`config.mk`:
```
export PLATFORM = sky130hd
export DESIGN_NAME = fifo_wr_arbiter
export DESIGN_NICKNAME = d
export VERILOG_FILES = /design/src/rtl/fifo_wr_arbiter.sv
export SDC_FILE = /design/constraint.sdc
export NUM_CORES = 1
export LEC_CHECK = 0
export ABC_AREA = 1
export BUFFER_PORTS_ARGS = -buffer_cell sky130_fd_sc_hd__buf_2
export CORE_UTILIZATION = 44
export DETAILED_ROUTE_END_ITERATION = 8
export PLACE_DENSITY = 0.79
export SLEW_MARGIN = 30
export SYNTH_ARGS = -nofsm -noshare
export SYNTH_HDL_FRONTEND = slang
export SYNTH_SLANG_ARGS = --single-unit
```
`constraint.sdc`:
```
create_clock -name clk -period 1.5 [get_ports clk]
set_input_delay 0.15 -clock clk [delete_from_list [all_inputs] [get_ports clk]]
set_output_delay 0.15 -clock clk [all_outputs]
set_load 0.01 [all_outputs]
```
`src/rtl/fifo_wr_arbiter.sv`:
```
`default_nettype none
// ============================================================================
// Module   : fifo_wr_arbiter
// Summary  : Round-robin, burst-bounded arbiter sharing one FIFO write port.
// Revision : 1.0 - initial release
// ============================================================================
module fifo_wr_arbiter #(
    parameter int WIDTH     = 8,
    parameter int NREQ      = 4,
    parameter int IDX_SIZE  = 2,
    parameter int MAX_BURST = 4,
    parameter int CNT_SIZE  = 4
) (
    input  logic                  clk,
    input  logic                  rst,
    input  logic [NREQ-1:0]       req_i,
    input  logic [NREQ*WIDTH-1:0] req_data_i,
    output logic [NREQ-1:0]       ack_o,
    output logic [NREQ-1:0]       gnt_o,
    output logic                  busy_o,
    input  logic                  fifo_full_i,
    output logic                  fifo_wr_en_o,
    output logic [WIDTH-1:0]      fifo_din_o
);

    typedef enum logic [0:0] {
        S_IDLE = 1'b0,
        S_BUSY = 1'b1
    } state_t;

    localparam logic [CNT_SIZE-1:0] c_LAST_BEAT = CNT_SIZE'(MAX_BURST - 1);
    localparam logic [NREQ-1:0]     c_ONE       = NREQ'(1);

    state_t                state_q, state_d;
    logic [IDX_SIZE-1:0]   g_q, g_d;
    logic [IDX_SIZE-1:0]   last_q, last_d;
    logic [CNT_SIZE-1:0]   burst_cnt_q, burst_cnt_d;
    logic [NREQ-1:0]       gnt_q, gnt_d;

    logic [WIDTH-1:0]      w_lane [NREQ];
    logic                  w_wr;
    logic                  w_hit;
    logic [IDX_SIZE-1:0]   w_hit_idx;
    logic                  w_hi_found;
    logic [IDX_SIZE-1:0]   w_hi_idx;
    logic [IDX_SIZE-1:0]   w_lo_idx;

    for (genvar gi = 0; gi < NREQ; gi++) begin : g_lane
        assign w_lane[gi] = req_data_i[gi*WIDTH +: WIDTH];
    end

    // Rotating priority: lowest requester above last wins, else wrap to lowest overall.
    always_comb begin
        w_hi_found = 1'b0;
        w_hi_idx   = '0;
        w_lo_idx   = '0;
        for (int i = NREQ - 1; i >= 0; i--) begin
            if (req_i[i]) begin
                w_lo_idx = IDX_SIZE'(i);
                if (IDX_SIZE'(i) > last_q) begin
                    w_hi_found = 1'b1;
                    w_hi_idx   = IDX_SIZE'(i);
                end
            end
        end
        w_hit     = |req_i;
        w_hit_idx = w_hi_found ? w_hi_idx : w_lo_idx;
    end

    assign w_wr         = (state_q == S_BUSY) && req_i[g_q] && !fifo_full_i;
    assign fifo_wr_en_o = w_wr;
    assign ack_o        = w_wr ? (c_ONE << g_q) : '0;
    assign fifo_din_o   = (state_q == S_BUSY) ? w_lane[g_q] : '0;
    assign gnt_o        = gnt_q;
    assign busy_o       = |gnt_q;

    always_ff @(posedge clk or posedge rst) begin
        if (rst) begin
            state_q     <= S_IDLE;
            g_q         <= '0;
            last_q      <= IDX_SIZE'(NREQ - 1);
            burst_cnt_q <= '0;
            gnt_q       <= '0;
        end else begin
            state_q     <= state_d;
            g_q         <= g_d;
            last_q      <= last_d;
            burst_cnt_q <= burst_cnt_d;
            gnt_q       <= gnt_d;
        end
    end

    always_comb begin
        state_d     = state_q;
        g_d         = g_q;
        last_d      = last_q;
        burst_cnt_d = burst_cnt_q;
        gnt_d       = gnt_q;
        case (state_q)
            S_IDLE: begin
                if (w_hit) begin
                    state_d     = S_BUSY;
                    g_d         = w_hit_idx;
                    last_d      = w_hit_idx;
                    burst_cnt_d = '0;
                    gnt_d       = c_ONE << w_hit_idx;
                end
            end
            S_BUSY: begin
                // last_q equals g_q here, so w_hit_idx is already the release search.
                if ((w_wr && (burst_cnt_q == c_LAST_BEAT)) || !req_i[g_q]) begin
                    if (w_hit) begin
                        g_d         = w_hit_idx;
                        last_d      = w_hit_idx;
                        burst_cnt_d = '0;
                        gnt_d       = c_ONE << w_hit_idx;
                    end else begin
                        state_d     = S_IDLE;
                        burst_cnt_d = '0;
                        gnt_d       = '0;
                    end
                end else if (w_wr) begin
                    burst_cnt_d = burst_cnt_q + 1'b1;
                end
            end
            default: begin
                state_d = S_IDLE;
                gnt_d   = '0;
            end
        endcase
    end

endmodule
`default_nettype wire
```
# After elaboration in Yosys (flattened, before gate mapping)
# Index checks and enable logic that the tools add are counted.
[word_totals]
elab_cells = 75
input_bits = 39
register_bits = 13
[op_classes]
mux = 45
order_cmp = 6
n_addsub = 1
n_bitwise = 2
n_eq_ne = 4
shift = 2
n_reduce_logical = 10
[op_table]
columns = ["operator", "n"]
rows = [
  ["$mux W2", 17],
  ["$mux W4", 7],
  ["$mux W8", 3],
  ["$bmux W8 S2", 1],
  ["$pmux W4 S2", 2],
  ["$mux W1", 11],
  ["$pmux W2 S2", 2],
  ["$reduce_or A4 Y1", 2],
  ["$shl A1 B2 Y4 const A", 2],
  ["$add A4 B1 Y4 const B", 1],
  ["$eq A4 B2 Y1 const B", 1],
  ["$gt A1 B2 Y1 const A", 2],
  ["$gt A2 B2 Y1 const A", 2],
  ["$reduce_and A2 Y1", 2],
  ["$ge A3 B3 Y1 const B", 1],
  ["$logic_and A1 B1 Y1", 3],
  ["$lt A2 B3 Y1 const B", 1],
  ["$ne A3 B1 Y1 const B", 1],
  ["$not A2 Y3", 1],
  ["$bmux W1 S2", 1],
  ["$logic_not A1 Y1", 2],
  ["$ne A2 B1 Y1 const B", 1],
  ["$ne A2 B2 Y1 const B", 1],
  ["$pmux W1 S2", 1],
  ["2 further kinds", 2],
]

# Logic depth before layout (Yosys ltp)
[depth]
word_depth = 14
ltp_mapped = 11
depth_no_buf = 10

# Worst setup path before layout
# No wires, ideal clock.
[synth_path]
path_type = "register to output"
from = "register g_q[0]"
to = "output port ack_o[0]"
arrival_ns = 1.226
path_buffers = 1
setup_slack_ns = 0.124
path_stages_with_launch = 9
path_cell_list = "dfrtp_1 inv_2 buf_6 nand2_1 nand2_1 nand2_2 nand2_4 nand3_1 nor3_1"
[synth_via]
elab_chain_cells = 5
word_cells_on_any_way = 6
[synth_lines]
columns = ["element", "line_no", "text"]
rows = [
  ["start: declaration", "35", "logic [IDX_SIZE-1:0] g_q, g_d;"],
  ["start signal: assignment", "86", "g_q <= g_d;"],
  ["$bmux W1 S2", "70", "assign w_wr = (state_q == S_BUSY) && req_i[g_q] && !fifo_full_i;"],
  ["$mux W1 (implied by the code)", "70", ""],
  ["$logic_and A1 B1 Y1 (2 in a row)", "70", ""],
  ["$mux W4 (*)", "72", "assign ack_o = w_wr ? (c_ONE << g_q) : '0;"],
  ["end: declaration", "18", "output logic [NREQ-1:0] ack_o,"],
]
# Every way passes the cells marked *; elsewhere a longest branch is shown, timed or not. The select of a mux whose other input is x is not followed.

# Final worst setup path
[layout_path]
from = "register g_q[0]"
to = "output port fifo_din_o[5]"
[layout_via]
elab_chain_cells = 5
[layout_lines]
columns = ["element", "line_no", "text"]
rows = [
  ["$not A2 Y3 (implied by the code)", "73", "assign fifo_din_o = (state_q == S_BUSY) ? w_lane[g_q] : '0;"],
  ["$bmux W8 S2", "73", ""],
  ["$mux W8 (implied by the code) (2 in a row)", "73", ""],
  ["$mux W8", "73", ""],
  ["end: declaration", "23", "output logic [WIDTH-1:0] fifo_din_o"],
]
# Every way passes these cells. The select of a mux whose other input is x is not followed.

==> flow_summary.yaml <==
logic_synthesis:
  synth-seq-cells: 13
  yosys.area.top_type: "dfrtp_1"
  synth-edff-count: 0
  synth_top_area_share_pct: 25.73
  synth_nets: 196
  syn_area_per_cell_um2: 6.858
  yosysSeqAreaShare_pct: 30.64
  netlist_area_um2: 1070
  ys_types: 25
  async_flop_share_pct: 100.0
  synth_top_cells_by_area: "dfrtp_1, nand3_1, nand2_1"
  synth_most_common_cell: "nand3_1"
  yosys_warnings: 0
  synthFlopType: "dfrtp_1"
  synthTopCellsByCount: "nand3_1, nand2_1, inv_1"
  syn_inst: 156
placed_design:
  dp_hpwl_mm: 2.141
  port_buffers: 56
  place.gp.congestion: 0.7613
power_and_ir_drop:
  powerDensity_nw_per_um2: 1883
  ir_worst_vdd_v: 0.001465
  leakagePower_nw: 0.8379
grt:
  grt_use_met1_pct: 27.14
  grt_pass1_wl_mm: 4.850
  grt_usage_pct: 24.28
  grt_pass1_vias: 1172
  use_met3_pct: 3.571
  antenna_found_initial: 0
  grt_max_degree: 19
  grt-ovfl-total: 0
  grt-busiest-layer: "met2"
  grt_util_met2_pct: 44.30
critical_path:
  reg2reg_from: "g_q[0]$_DFFE_PP0P_"
  ff2ff_setup_slack_ns: -0.06
  start_kind: "register"
  r2r_end: "gnt_o[3]$_DFFE_PP0P_"
  critPathMaxFanout: 8
  worstSetupPathType: "reg -> out"
  worstPathArrival_ns: 1.54
  cp-end-kind: "output port"
  required_ns: 1.35
  reg2regPathDepth: 11
timing:
  finalHoldViolCount: 0
  setup_violations: 24
  worstMarginPinSlew_ns: 0.4851
  fmaxAchievable_ghz: 0.5908
  fin_ws_ns: -0.1926
  holdWs_ns: 0.3188
  rsz0062_at_grt: "true"
  drv_slew: 0
  max_slew_margin_pct: 67.62
  skew_ns: 0.003359
  min_period_ns: 1.693
  post-route-period-util_pct: 112.8
cells_and_area:
  nNetsFinal: 265
  drive_gt1_share_pct: 49.55
  multi_input_area_um2: 773.2
  ff_latch_area_um2: 327.8
  antenna_cells: 0
  final_util_pct: 74.69
  fillers: 172
  syn_to_final_growth_pct: 57.43
worst_hold_path:
  worstHoldPathType: "in -> reg"
  min_path_cells: 5
  hold_path_end: "state_q$_DFF_PP0_"
  min_from: "req_i[0]"
cts:
  cts_tree: "built"
  clockRootBuffer: "clkbuf_4"
  clk_path_buf_depth: 2
  clock_latency_ns: 0.27
  clkSlewWorstSetupHoldPaths_ns: 0.08
  cts_buffers: 3
  htreeDepth: 1
  cts_num_sinks: 13
detailed_routing:
  routed_wl_mm: 3.362
  first_pass_iters: 4
  drt_iter0_drc: 32
  vias_per_cell: 5.524
  avgRoutedWirePerCell_um: 13.34
  drc_errors: 0
  detail-route-antenna-nets: 0
  dr_total_vias: 1392
die:
  rows: 17
  die-area_um2: 2633
  core_um2: 2255
  start_util_pct: 47.45
  fp.dieH_um: 51.31
  io_pins: 57
  die_w_um: 51.31
outcome:
  run_status: "finished, violations left"
  violations: "setup timing"
flow_run:
  cap_violations: 0
==> worst max path at each step <==
stage | from | to | cells after the start
5_1_grt | g_q[0]$_DFFE_PP0P_ | fifo_din_o[5] | 6
3_3_place_gp | g_q[0]$_DFFE_PP0P_ | ack_o[0] | 8
4_1_cts | g_q[0]$_DFFE_PP0P_ | fifo_din_o[1] | 6
2_1_floorplan | g_q[0]$_DFFE_PP0P_ | ack_o[0] | 8
6_report | g_q[0]$_DFFE_PP0P_ | fifo_din_o[5] | 6
3_5_place_dp | g_q[0]$_DFFE_PP0P_ | ack_o[2] | 8
==> registers in the layout, summed over array words and instances (netlist names) <==
signal,count
burst_cnt_q,4
g_q,2
gnt_o,4
last_q,2
state_q,1
==> repair_timing <==
action / in CTS / in global routing
pin swaps: 1 / 6
buffers inserted: 6 / 4
gates resized for setup: 26 / 16
hold buffers: 1 / 0
endpoints found under the hold margin: 11 / 0
setup endpoints to repair: 13 / 23
==> cells in the final DEF, fill, tap and decap left out, types with 2 or more instances in the layout <==
| cell type | instances |
|---|---|
| inv_2 | 5 |
| dfstp_2 | 2 |
| nand2_1 | 32 |
| clkbuf_4 | 3 |
| nand2_4 | 3 |
| buf_2 | 55 |
| nand3_1 | 32 |
| a21oi_1 | 3 |
| nand2_2 | 6 |
| a41oi_2 | 8 |
| dfrtp_1 | 11 |
| buf_4 | 8 |
| nor2_1 | 3 |
| nand3_2 | 7 |
| nor3_2 | 4 |
| buf_12 | 3 |
| inv_1 | 13 |
| o21ai_1 | 9 |
| xor2_1 | 2 |
| buf_6 | 3 |
==> layout make-up <==
type | instances | share of cell area, %
multi-input cells | 118 | 45.91
well taps | 28 | 2.080
inverters | 18 | 4.012
clock buffers | 4 | 1.560
flip-flops and latches | 13 | 19.47
repair buffers | 71 | 26.97
==> kinds of logic after synthesis <==
kind of cell	synth area share, %
adders and majority gates	1.169
AOI/OAI and AO/OA	15.67
buffers and inverters	9.941
and+or+nand+nor	40.94
DFF	30.64
xor gates and xnor gates	1.638
==> worst max-delay path, cell delays in order (launching register included) <==
cell and delay [ns]:
dfrtp_1 0.40, inv_2 0.10, buf_12 0.13, buf_4 0.11
nand3_1 0.11, a41oi_2 0.25, buf_2 0.17
==> through the flow <==
stage / total power, mW / instance area [µm²] / std cells / setup TNS (ns) / worst slack [ns]
floorplan: 1.798 / 1070 / 156 / 0 / 0.1235
CTS: 2.916 / 1584 / 248 / -0.4796 / -0.05654
finish: 3.170 / 1684 / 252 / -1.182 / -0.1926
global route: 3.416 / 1684 / 252 / -3.490 / -0.2457
detailed placement: 2.284 / 1376 / 237 / 0 / 0.09162
global placement: 2.219 / 1376 / 237 / 0 / 0.1707
==> per-layer routing <==
layer,wire (µm),vias up
li1,-,675
met1,1347,645
met2,1645,60
met3,251,12
met4,118,0
met5,0,-
==> report_power, final <==
| group | switching, mW | leakage [nW] | internal (mW) |
|---|---|---|---|
| clock network | 0.106 | 0.0150 | 0.103 |
| registers | 0.111 | 0.160 | 0.499 |
| logic | 1.29 | 0.663 | 1.06 |
Note: power is estimated with default switching activity, not from simulation.
